$ cat src/rtl/traffic_light_pkg.sv
// Shared types for the four-approach fixed-time junction controller:
// phase encoding, lamp codes and the phase-to-lamp decode.
package traffic_light_pkg;

  typedef enum logic [2:0] {S1, S2, S3, S4, S5, S6} phase_e;

  typedef logic [2:0] lamp_t;

  localparam lamp_t RED    = 3'b100;
  localparam lamp_t YELLOW = 3'b010;
  localparam lamp_t GREEN  = 3'b001;

  typedef struct packed {
    lamp_t m1;
    lamp_t m2;
    lamp_t mt;
    lamp_t s;
  } lamps_t;

  // Side road is green/yellow only in phases where every main lamp is red.
  function automatic lamps_t phase_lamps(input phase_e p);
    lamps_t l;
    case (p)
      S1:      l = '{m1: GREEN,  m2: GREEN,  mt: RED,    s: RED};
      S2:      l = '{m1: GREEN,  m2: YELLOW, mt: RED,    s: RED};
      S3:      l = '{m1: GREEN,  m2: RED,    mt: GREEN,  s: RED};
      S4:      l = '{m1: YELLOW, m2: RED,    mt: YELLOW, s: RED};
      S5:      l = '{m1: RED,    m2: RED,    mt: RED,    s: GREEN};
      S6:      l = '{m1: RED,    m2: RED,    mt: RED,    s: YELLOW};
      default: l = '{m1: RED,    m2: RED,    mt: RED,    s: RED};
    endcase
    return l;
  endfunction

  function automatic phase_e next_phase(input phase_e p);
    phase_e n;
    case (p)
      S1:      n = S2;
      S2:      n = S3;
      S3:      n = S4;
      S4:      n = S5;
      S5:      n = S6;
      default: n = S1;
    endcase
    return n;
  endfunction

endpackage

$ cat src/rtl/phase_timer.sv
// Per-phase up-counter: counts 0..dur-1, raises done on the last cycle and
// clears itself on that edge or on reset.
module phase_timer #(
  parameter int CNT_W = 5
) (
  input  logic             clk,
  input  logic             rst,
  input  logic [CNT_W:0]   dur_i,
  output logic             done_o
);

  logic [CNT_W-1:0] cnt_q;
  logic [CNT_W-1:0] cnt_d;

  // dur_i may equal 2^CNT_W, hence the extra bit on the compare.
  assign done_o = ({1'b0, cnt_q} == (dur_i - 1'b1));
  assign cnt_d  = done_o ? '0 : cnt_q + 1'b1;

  always_ff @(posedge clk) begin
    if (rst) begin
      cnt_q <= '0;
    end else begin
      cnt_q <= cnt_d;
    end
  end

endmodule

$ cat src/rtl/traffic_light_controller.sv
// Six-phase Moore controller driving one-hot lamp groups for M1, M2, MT and S.
// Lamp outputs are registered alongside the phase register.
module traffic_light_controller
  import traffic_light_pkg::*;
#(
  parameter int T_MAIN = 7,
  parameter int T_TURN = 5,
  parameter int T_SIDE = 3,
  parameter int T_YEL  = 2,
  parameter int CNT_W  = 5
) (
  input  logic       clk,
  input  logic       rst,
  output logic [2:0] light_M1,
  output logic [2:0] light_M2,
  output logic [2:0] light_MT,
  output logic [2:0] light_S
);

  localparam int DW = CNT_W + 1;
  localparam logic [CNT_W:0] D_MAIN = DW'(T_MAIN);
  localparam logic [CNT_W:0] D_TURN = DW'(T_TURN);
  localparam logic [CNT_W:0] D_SIDE = DW'(T_SIDE);
  localparam logic [CNT_W:0] D_YEL  = DW'(T_YEL);

  phase_e         state_q;
  phase_e         state_d;
  lamps_t         lamps_q;
  logic [CNT_W:0] dur;
  logic           done;

  always_comb begin
    dur = D_YEL;
    case (state_q)
      S1:      dur = D_MAIN;
      S3:      dur = D_TURN;
      S5:      dur = D_SIDE;
      default: dur = D_YEL;
    endcase
  end

  phase_timer #(.CNT_W(CNT_W)) u_timer (
    .clk    (clk),
    .rst    (rst),
    .dur_i  (dur),
    .done_o (done)
  );

  assign state_d = done ? next_phase(state_q) : state_q;

  // lamps_q always holds phase_lamps(state_q); updating both together keeps
  // the outputs glitch-free and free of any path from rst or the counter.
  always_ff @(posedge clk) begin
    if (rst) begin
      state_q <= S1;
      lamps_q <= phase_lamps(S1);
    end else begin
      state_q <= state_d;
      lamps_q <= phase_lamps(state_d);
    end
  end

  assign light_M1 = lamps_q.m1;
  assign light_M2 = lamps_q.m2;
  assign light_MT = lamps_q.mt;
  assign light_S  = lamps_q.s;

endmodule

$ cat config.mk
export PLATFORM = sky130hd
export DESIGN_NAME = traffic_light_controller
export DESIGN_NICKNAME = d
export VERILOG_FILES = /design/src/rtl/traffic_light_pkg.sv /design/src/rtl/phase_timer.sv /design/src/rtl/traffic_light_controller.sv
export SDC_FILE = /design/constraint.sdc
export NUM_CORES = 1
export LEC_CHECK = 0
export CAP_MARGIN = 40
export CORE_MARGIN = 2
export CORE_UTILIZATION = 45
export CTS_BUF_LIST = sky130_fd_sc_hd__clkbuf_4 sky130_fd_sc_hd__clkbuf_8
export DETAILED_ROUTE_END_ITERATION = 8
export PLACE_DENSITY_LB_ADDON = 0.3
export SKIP_LAST_GASP = 1
export SLEW_MARGIN = 20
export SYNTH_ARGS = -nofsm -noshare
export SYNTH_HDL_FRONTEND = slang
export SYNTH_SLANG_ARGS = --single-unit
$ cat constraint.sdc
create_clock -name clk -period 2.6 [get_ports clk]
set_input_delay 0.52 -clock clk [delete_from_list [all_inputs] [get_ports clk]]
set_output_delay 0.52 -clock clk [all_outputs]
set_load 0.02 [all_outputs]
==> results of run 1 <==
## layout make-up
type | instances | area (um^2) | share of cell area (%)
multi-input cells | 63 | 410 | 41.2
flip-flops and latches | 19 | 380 | 38.1
repair buffers | 13 | 130 | 13.0
well taps | 25 | 31.3 | 3.14
clock buffers | 4 | 30.0 | 3.01
inverters | 4 | 15.0 | 1.51
## cell families after synthesis
logic type | synth area share [%]
simple gates | 26.5
xor+xnor | 4.09
fa+ha+maj | 1.46
mux | 1.32
flops | 44.4
compound gates | 14.6
buf+inv | 7.60
## power by group
part           internal [uW]  total [uW]  switching, uW  leakage [uW]
sequential               298         310           12.1      0.000154
clock                   70.0         148           78.4     0.0000184
combinational           23.5        51.4           27.9      0.000173
total                    391         509            118      0.000345
## worst max path at each step
stage / startpoint / end / slack (ps)
after floorplan: state_q[2] / light_M2[0] / 970
after global placement: rst / light_MT[0] / 790
after detailed placement: rst / light_MT[0] / 740
after CTS: light_M1[1] / light_M1[1] / 810
after global routing: state_q[2] / light_M2[0] / 720
final: state_q[2] / light_M2[0] / 820
## cell usage in the layout (no fill, tap or decap)
cell	Yosys	layout
sky130_fd_sc_hd__a21o_1	2	2
sky130_fd_sc_hd__a21oi_1	5	5
sky130_fd_sc_hd__a311o_1	2	2
sky130_fd_sc_hd__a311oi_1	2	2
sky130_fd_sc_hd__a31o_2	1	1
sky130_fd_sc_hd__a31oi_1	2	2
sky130_fd_sc_hd__a41oi_1	1	1
sky130_fd_sc_hd__and2_1	1	1
sky130_fd_sc_hd__and3_1	1	1
sky130_fd_sc_hd__and3_4	1	1
sky130_fd_sc_hd__clkbuf_4	0	4
sky130_fd_sc_hd__clkdlybuf4s50_1	0	13
sky130_fd_sc_hd__dfxtp_1	19	19
sky130_fd_sc_hd__ha_1	1	1
sky130_fd_sc_hd__inv_1	4	4
sky130_fd_sc_hd__mux2_2	1	1
sky130_fd_sc_hd__nand2_1	3	3
sky130_fd_sc_hd__nand2b_1	1	1
sky130_fd_sc_hd__nand3_1	8	8
sky130_fd_sc_hd__nand3b_1	1	1
sky130_fd_sc_hd__nand4b_1	1	1
sky130_fd_sc_hd__nor2_1	4	4
sky130_fd_sc_hd__nor2b_1	2	2
sky130_fd_sc_hd__nor3_1	5	5
sky130_fd_sc_hd__nor3b_1	4	4
sky130_fd_sc_hd__nor4_1	2	2
sky130_fd_sc_hd__nor4b_1	1	1
sky130_fd_sc_hd__o21ai_0	2	2
sky130_fd_sc_hd__o31ai_1	1	1
sky130_fd_sc_hd__or2_2	2	2
sky130_fd_sc_hd__or3_1	2	2
sky130_fd_sc_hd__xnor2_1	2	2
sky130_fd_sc_hd__xor2_1	2	2
## metrics by stage
stage	cells	util (%)	setup slack, ps
2_1_floorplan	94	-	968
3_3_place_gp	124	54.8	788
3_5_place_dp	124	54.8	744
4_1_cts	128	56.5	815
5_1_grt	128	56.5	719
6_report	128	56.5	816
## layer usage
metal	GRT usage, %	wire, um	up-vias
met4	1.62	0	0
li1	-	-	359
met5	0	0	-
met2	23.5	709	24
met3	5.66	108	0
met1	21.6	704	315
## worst max-delay path, delay by kind of cell, from the launching register on
| family | cells | cell delay, ps |
|---|---|---|
| AO/OA/AOI/OAI | 1 | 320 |
| AND/OR/NAND/NOR | 3 | 740 |
| flip-flops | 1 | 610 |
## flip-flops by register name, summed over array words and instances, names as in the netlist
| register | cells |
|---|---|
| u_timer.cnt_q | 5 |
| light_S | 3 |
| light_MT | 2 |
| light_M2 | 3 |
| light_M1 | 3 |
| state_q | 3 |
==> results.py, run 1 <==
metrics = {
    "outcome": {
        "outcome": "complete, no violations",
    },
    "global_routing": {
        "antenna_found_initial": 0,
        "vias_in_the_first_global_route": 547,
        "remaining_global_route_overflow": 0,
        "total_global_routing_track_utilization_pct": 15.4,
        "grt_pass1_wl_um": 2460,
        "grt_max_degree": 19,
    },
    "synthesis": {
        "synthMostInstantiatedCell": "sky130_fd_sc_hd__dfxtp_1",
        "ys_ff_latch": 19,
        "netlist_top_cells_area": "sky130_fd_sc_hd__dfxtp_1 44%, sky130_fd_sc_hd__nand3_1 4.7%, sky130_fd_sc_hd__nor3b_1 3.5%, sky130_fd_sc_hd__a21oi_1 2.9%, sky130_fd_sc_hd__nor3_1 2.9%",
        "synth_enable_flop_cells": 0,
        "synth.cell_area_um2": 856,
        "synth_warnings": 0,
        "post_synth.cell_area_avg_um2": 9.10,
        "synth.distinct_cells": 35,
        "sequential_cell_area_fraction_in_the_yosys_report_pct": 44.4,
        "synthDominantAreaCellType": "sky130_fd_sc_hd__dfxtp_1",
        "yosys-top-cells-count": "19 x sky130_fd_sc_hd__dfxtp_1, 8 x sky130_fd_sc_hd__nand3_1, 5 x sky130_fd_sc_hd__a21oi_1, 5 x sky130_fd_sc_hd__nor3_1",
        "netlist.area_leader.share_pct": 44.4,
        "syn-instance-count": 94,
        "ys_dominant_reg_cell": "sky130_fd_sc_hd__dfxtp_1",
        "async_reset_ff_share_pct": 0,
        "synth.net_count": 97,
    },
    "setup_path": {
        "cp_data_arrival_time_ps": 1960,
        "critPathLaunchType": "flop",
        "timing.rr.start": "state_q[2]",
        "timing_worst_setup_path_type": "flop to flop",
        "register_to_register_path_depth": 4,
        "timing.reg2reg.setup_slack_ps": 820,
        "end_kind": "flop",
        "max_stage_delay_ps": 610,
        "cp_cell_sequence": "nor3b_1 > or3_1 > and3_4 > a311o_1",
        "critical_path_data_required_time_ps": 2780,
        "reg2reg_to": "light_M2[0]",
        "critical-path-slowest-cell": "sky130_fd_sc_hd__dfxtp_1",
        "worst-path-max-fanout": 15,
    },
    "min_path": {
        "hp-class": "flop to flop",
        "startpoint_of_the_tightest_hold_check_path": "u_timer.cnt_q[4]",
        "worstHoldEndpoint": "u_timer.cnt_q[4]",
        "min_delay_path_depth": 2,
    },
    "timing": {
        "rsz0062_at_grt": "false",
        "hold_slack_ps": 582,
        "finalHoldViolations": 0,
        "period_needed_ps": 1780,
        "final-setup-viol-count": 0,
        "setup_tns_ps": 0,
        "worst_slew_margin_rel_pct": 59.2,
        "worst_pin_slew_ps": 611,
        "period_share_pct": 68.6,
        "finClkSkew_ps": 5.93,
        "report.final.slew_viol_count": 0,
        "timing.fmax_mhz": 561,
    },
    "clocking": {
        "clock_transition_at_the_registers_of_the_reported_paths_ps": 100,
        "post_cts_buffers": 0,
        "htree_num_levels": 1,
        "clk-insertion-delay-late_ps": 290,
        "cts_root_buf": "sky130_fd_sc_hd__clkbuf_4",
        "clock_tree_sinks": 19,
        "cts_inserted_buffers": 3,
        "clk_path_buf_depth": 2,
        "cts_resized": 0,
        "tritoncts_clock_tree": "built",
        "holdBufCountCts": 0,
    },
    "power_and_ir_drop": {
        "irDropWorstVdd_v": 0.000469,
        "p_total_uw": 509,
        "static_leakage_uw": 0.000345,
        "pwr_density_cell_mw_per_mm2": 511,
    },
    "drt": {
        "drt-pass1-iter-count": 4,
        "drcViolationCount": 0,
        "final_ant_viol_nets": 0,
        "drt_iter0_drc": 12,
        "num_vias": 698,
        "post_drt_via_cell_ratio": 5.45,
        "routedWlPerCell_um": 11.9,
        "drt_wl_total_um": 1520,
    },
    "place": {
        "post_dp_cell_area_um2": 967,
        "post-dp-hpwl_um": 1120,
        "place.gp.congestion": 0.766,
        "buffers_on_ports": 13,
    },
    "floorplanning": {
        "boundary_pin_count": 14,
        "coreArea_mm2": 0.00176,
        "die_x_um": 47.6,
        "initial_core_util_pct": 48.5,
        "row_count": 15,
        "floorplan.die.height_um": 47.6,
        "die-area_mm2": 0.00227,
    },
    "finish": {
        "antenna_cells_inserted": 0,
        "areaGrowthSynthToFinish_pct": 16.5,
        "num-fill-cells": 163,
        "design_area_um2": 997,
        "final_layout_size_suffix_gt1_share_pct": 8.74,
        "nets": 107,
    },
    "job": {
        "max_cap_viol": 0,
    },
}
Power figures use the tool's default switching activity.
==> inputs of run 2 (changes only) <==
- clock period: 2.6 -> 1.6 ns (I/O delays scaled with it)
==> results.py, run 2 (synthesis results as in run 1) <==
metrics = {
    "timing": {
        "setup_tns_ps": 0,
        "finClkSkew_ps": 5.89,
        "worst_pin_slew_ps": 269,
        "period_needed_ps": 1580,
        "period_share_pct": 99.0,
        "hold_slack_ps": 608,
        "report.final.slew_viol_count": 0,
        "timing.fmax_mhz": 632,
        "worst_slew_margin_rel_pct": 82.1,
        "finalHoldViolations": 0,
        "final-setup-viol-count": 0,
    },
    "setup_path": {
        "timing.critical_path.depth": 4,
        "timing.critical_path.max_delay_family": "simple AND/OR/NAND/NOR gates",
        "critical_path_buf_inv_count": 1,
        "reg2reg_to": "light_M2[0]",
        "end_kind": "flop",
        "setup.worst_path.end": "light_M2[0]",
        "critical_path_data_required_time_ps": 1800,
        "timing.reg2reg.setup_slack_ps": 20,
        "worst-path-max-fanout": 8,
        "timing_worst_setup_path_type": "flop to flop",
        "worst_setup_path_startpoint": "u_timer.cnt_q[0]",
        "timing.rr.start": "u_timer.cnt_q[0]",
        "critPathLaunchType": "flop",
        "cp_data_arrival_time_ps": 1780,
        "critical-path-slowest-cell": "sky130_fd_sc_hd__or3_1",
        "max_stage_delay_ps": 410,
        "cp_cell_sequence": "buf_4 > or3_1 > and3_4 > a311o_1",
        "register_to_register_path_depth": 4,
    },
    "place": {
        "place.gp.congestion": 0.902,
        "post-dp-hpwl_um": 1330,
        "buffers_on_ports": 13,
    },
    "finish": {
        "areaGrowthSynthToFinish_pct": 33.8,
        "layout.cells.most_common_list": "18 x sky130_fd_sc_hd__dfxtp_1, 14 x sky130_fd_sc_hd__buf_4, 11 x sky130_fd_sc_hd__clkdlybuf4s50_1",
        "antenna_cells_inserted": 0,
        "largest_register_ffs": 5,
        "max_flop_register": "u_timer.cnt_q",
        "nets": 121,
        "layout_commonest_cell": "sky130_fd_sc_hd__dfxtp_1",
        "final_layout_size_suffix_gt1_share_pct": 24.8,
    },
    "min_path": {
        "min_delay_path_depth": 2,
        "hp-class": "flop to flop",
    },
    "power_and_ir_drop": {
        "p_total_uw": 884,
        "pwr_density_cell_mw_per_mm2": 772,
        "static_leakage_uw": 0.000460,
        "irDropWorstVdd_v": 0.000503,
    },
    "clocking": {
        "cts_root_buf": "sky130_fd_sc_hd__clkbuf_4",
        "cts_resized": 0,
        "clock_transition_at_the_registers_of_the_reported_paths_ps": 100,
        "clock_tree_sinks": 19,
        "clk-insertion-delay-late_ps": 300,
        "clk_path_buf_depth": 2,
        "tritoncts_clock_tree": "built",
        "holdBufCountCts": 0,
        "htree_num_levels": 1,
        "post_cts_buffers": 0,
        "cts_inserted_buffers": 3,
    },
    "floorplanning": {
        "initial_core_util_pct": 48.5,
        "boundary_pin_count": 14,
        "floorplan.die.height_um": 47.6,
        "die_x_um": 47.6,
        "coreArea_mm2": 0.00176,
        "die-area_mm2": 0.00227,
        "row_count": 15,
    },
    "global_routing": {
        "vias_in_the_first_global_route": 619,
        "remaining_global_route_overflow": 0,
        "antenna_found_initial": 0,
        "grt_max_degree": 11,
        "grt_pass1_wl_um": 2670,
        "total_global_routing_track_utilization_pct": 17.5,
    },
    "drt": {
        "post_drt_via_cell_ratio": 5.33,
        "drt_wl_total_um": 1850,
        "routedWlPerCell_um": 13.0,
        "num_vias": 757,
        "drt-pass1-iter-count": 4,
        "drt_iter0_drc": 15,
        "final_ant_viol_nets": 0,
        "drcViolationCount": 0,
    },
    "outcome": {
        "outcome": "complete, no violations",
    },
    "job": {
        "max_cap_viol": 0,
    },
}
[run 2: worst min path at each step]
stage                     startpoint                to  slack (ps)
CTS                 u_timer.cnt_q[3]  u_timer.cnt_q[3]         600
floorplan           u_timer.cnt_q[4]  u_timer.cnt_q[4]         540
detailed placement  u_timer.cnt_q[4]  u_timer.cnt_q[4]         580
finish                    state_q[1]        light_S[1]         610
global placement    u_timer.cnt_q[4]  u_timer.cnt_q[4]         570
global route              state_q[1]        light_S[1]         640
[run 2: cell type report]
type / count / area, um^2
timing repair buffer: 27 / 240
tap: 25 / 31.3
sequential: 19 / 382
fill: 157 / 619
multi-input combinational: 63 / 447
inverter: 4 / 15.0
clock buffer: 4 / 30.0
[run 2: per-stage QoR]
stage	cells	worst slack, ps	cell area, um^2	utilization [%]
after floorplan	94	-11.1	856	-
after global placement	138	81.1	1070	60.8
after detailed placement	138	53.1	1070	60.8
after CTS	142	24.7	1100	62.5
after global routing	142	-34.1	1140	64.9
final	142	16.8	1140	64.9
[run 2: worst register-to-register path: stages (launching register included)]
cell and delay (ps):
sky130_fd_sc_hd__dfxtp_1 370, sky130_fd_sc_hd__buf_4 180, sky130_fd_sc_hd__or3_1 410, sky130_fd_sc_hd__and3_4 220
sky130_fd_sc_hd__a311o_1 310
[run 2: layer usage]
layer / wire, um / share of wire, % / global-route usage, %
met1: 884 / 48 / 23.0
met4: 43 / 2.3 / 11.4
met5: 0 / 0 / 0
met3: 57 / 3.1 / 3.40
met2: 864 / 47 / 25.9
[run 2: power by group]
group	switching (uW)	total, uW	leakage, uW	internal, uW
Clock	141	255	0.0000184	114
Combinational	67.4	133	0.000287	65.9
Sequential	11.8	495	0.000154	484
Total	220	884	0.000460	664
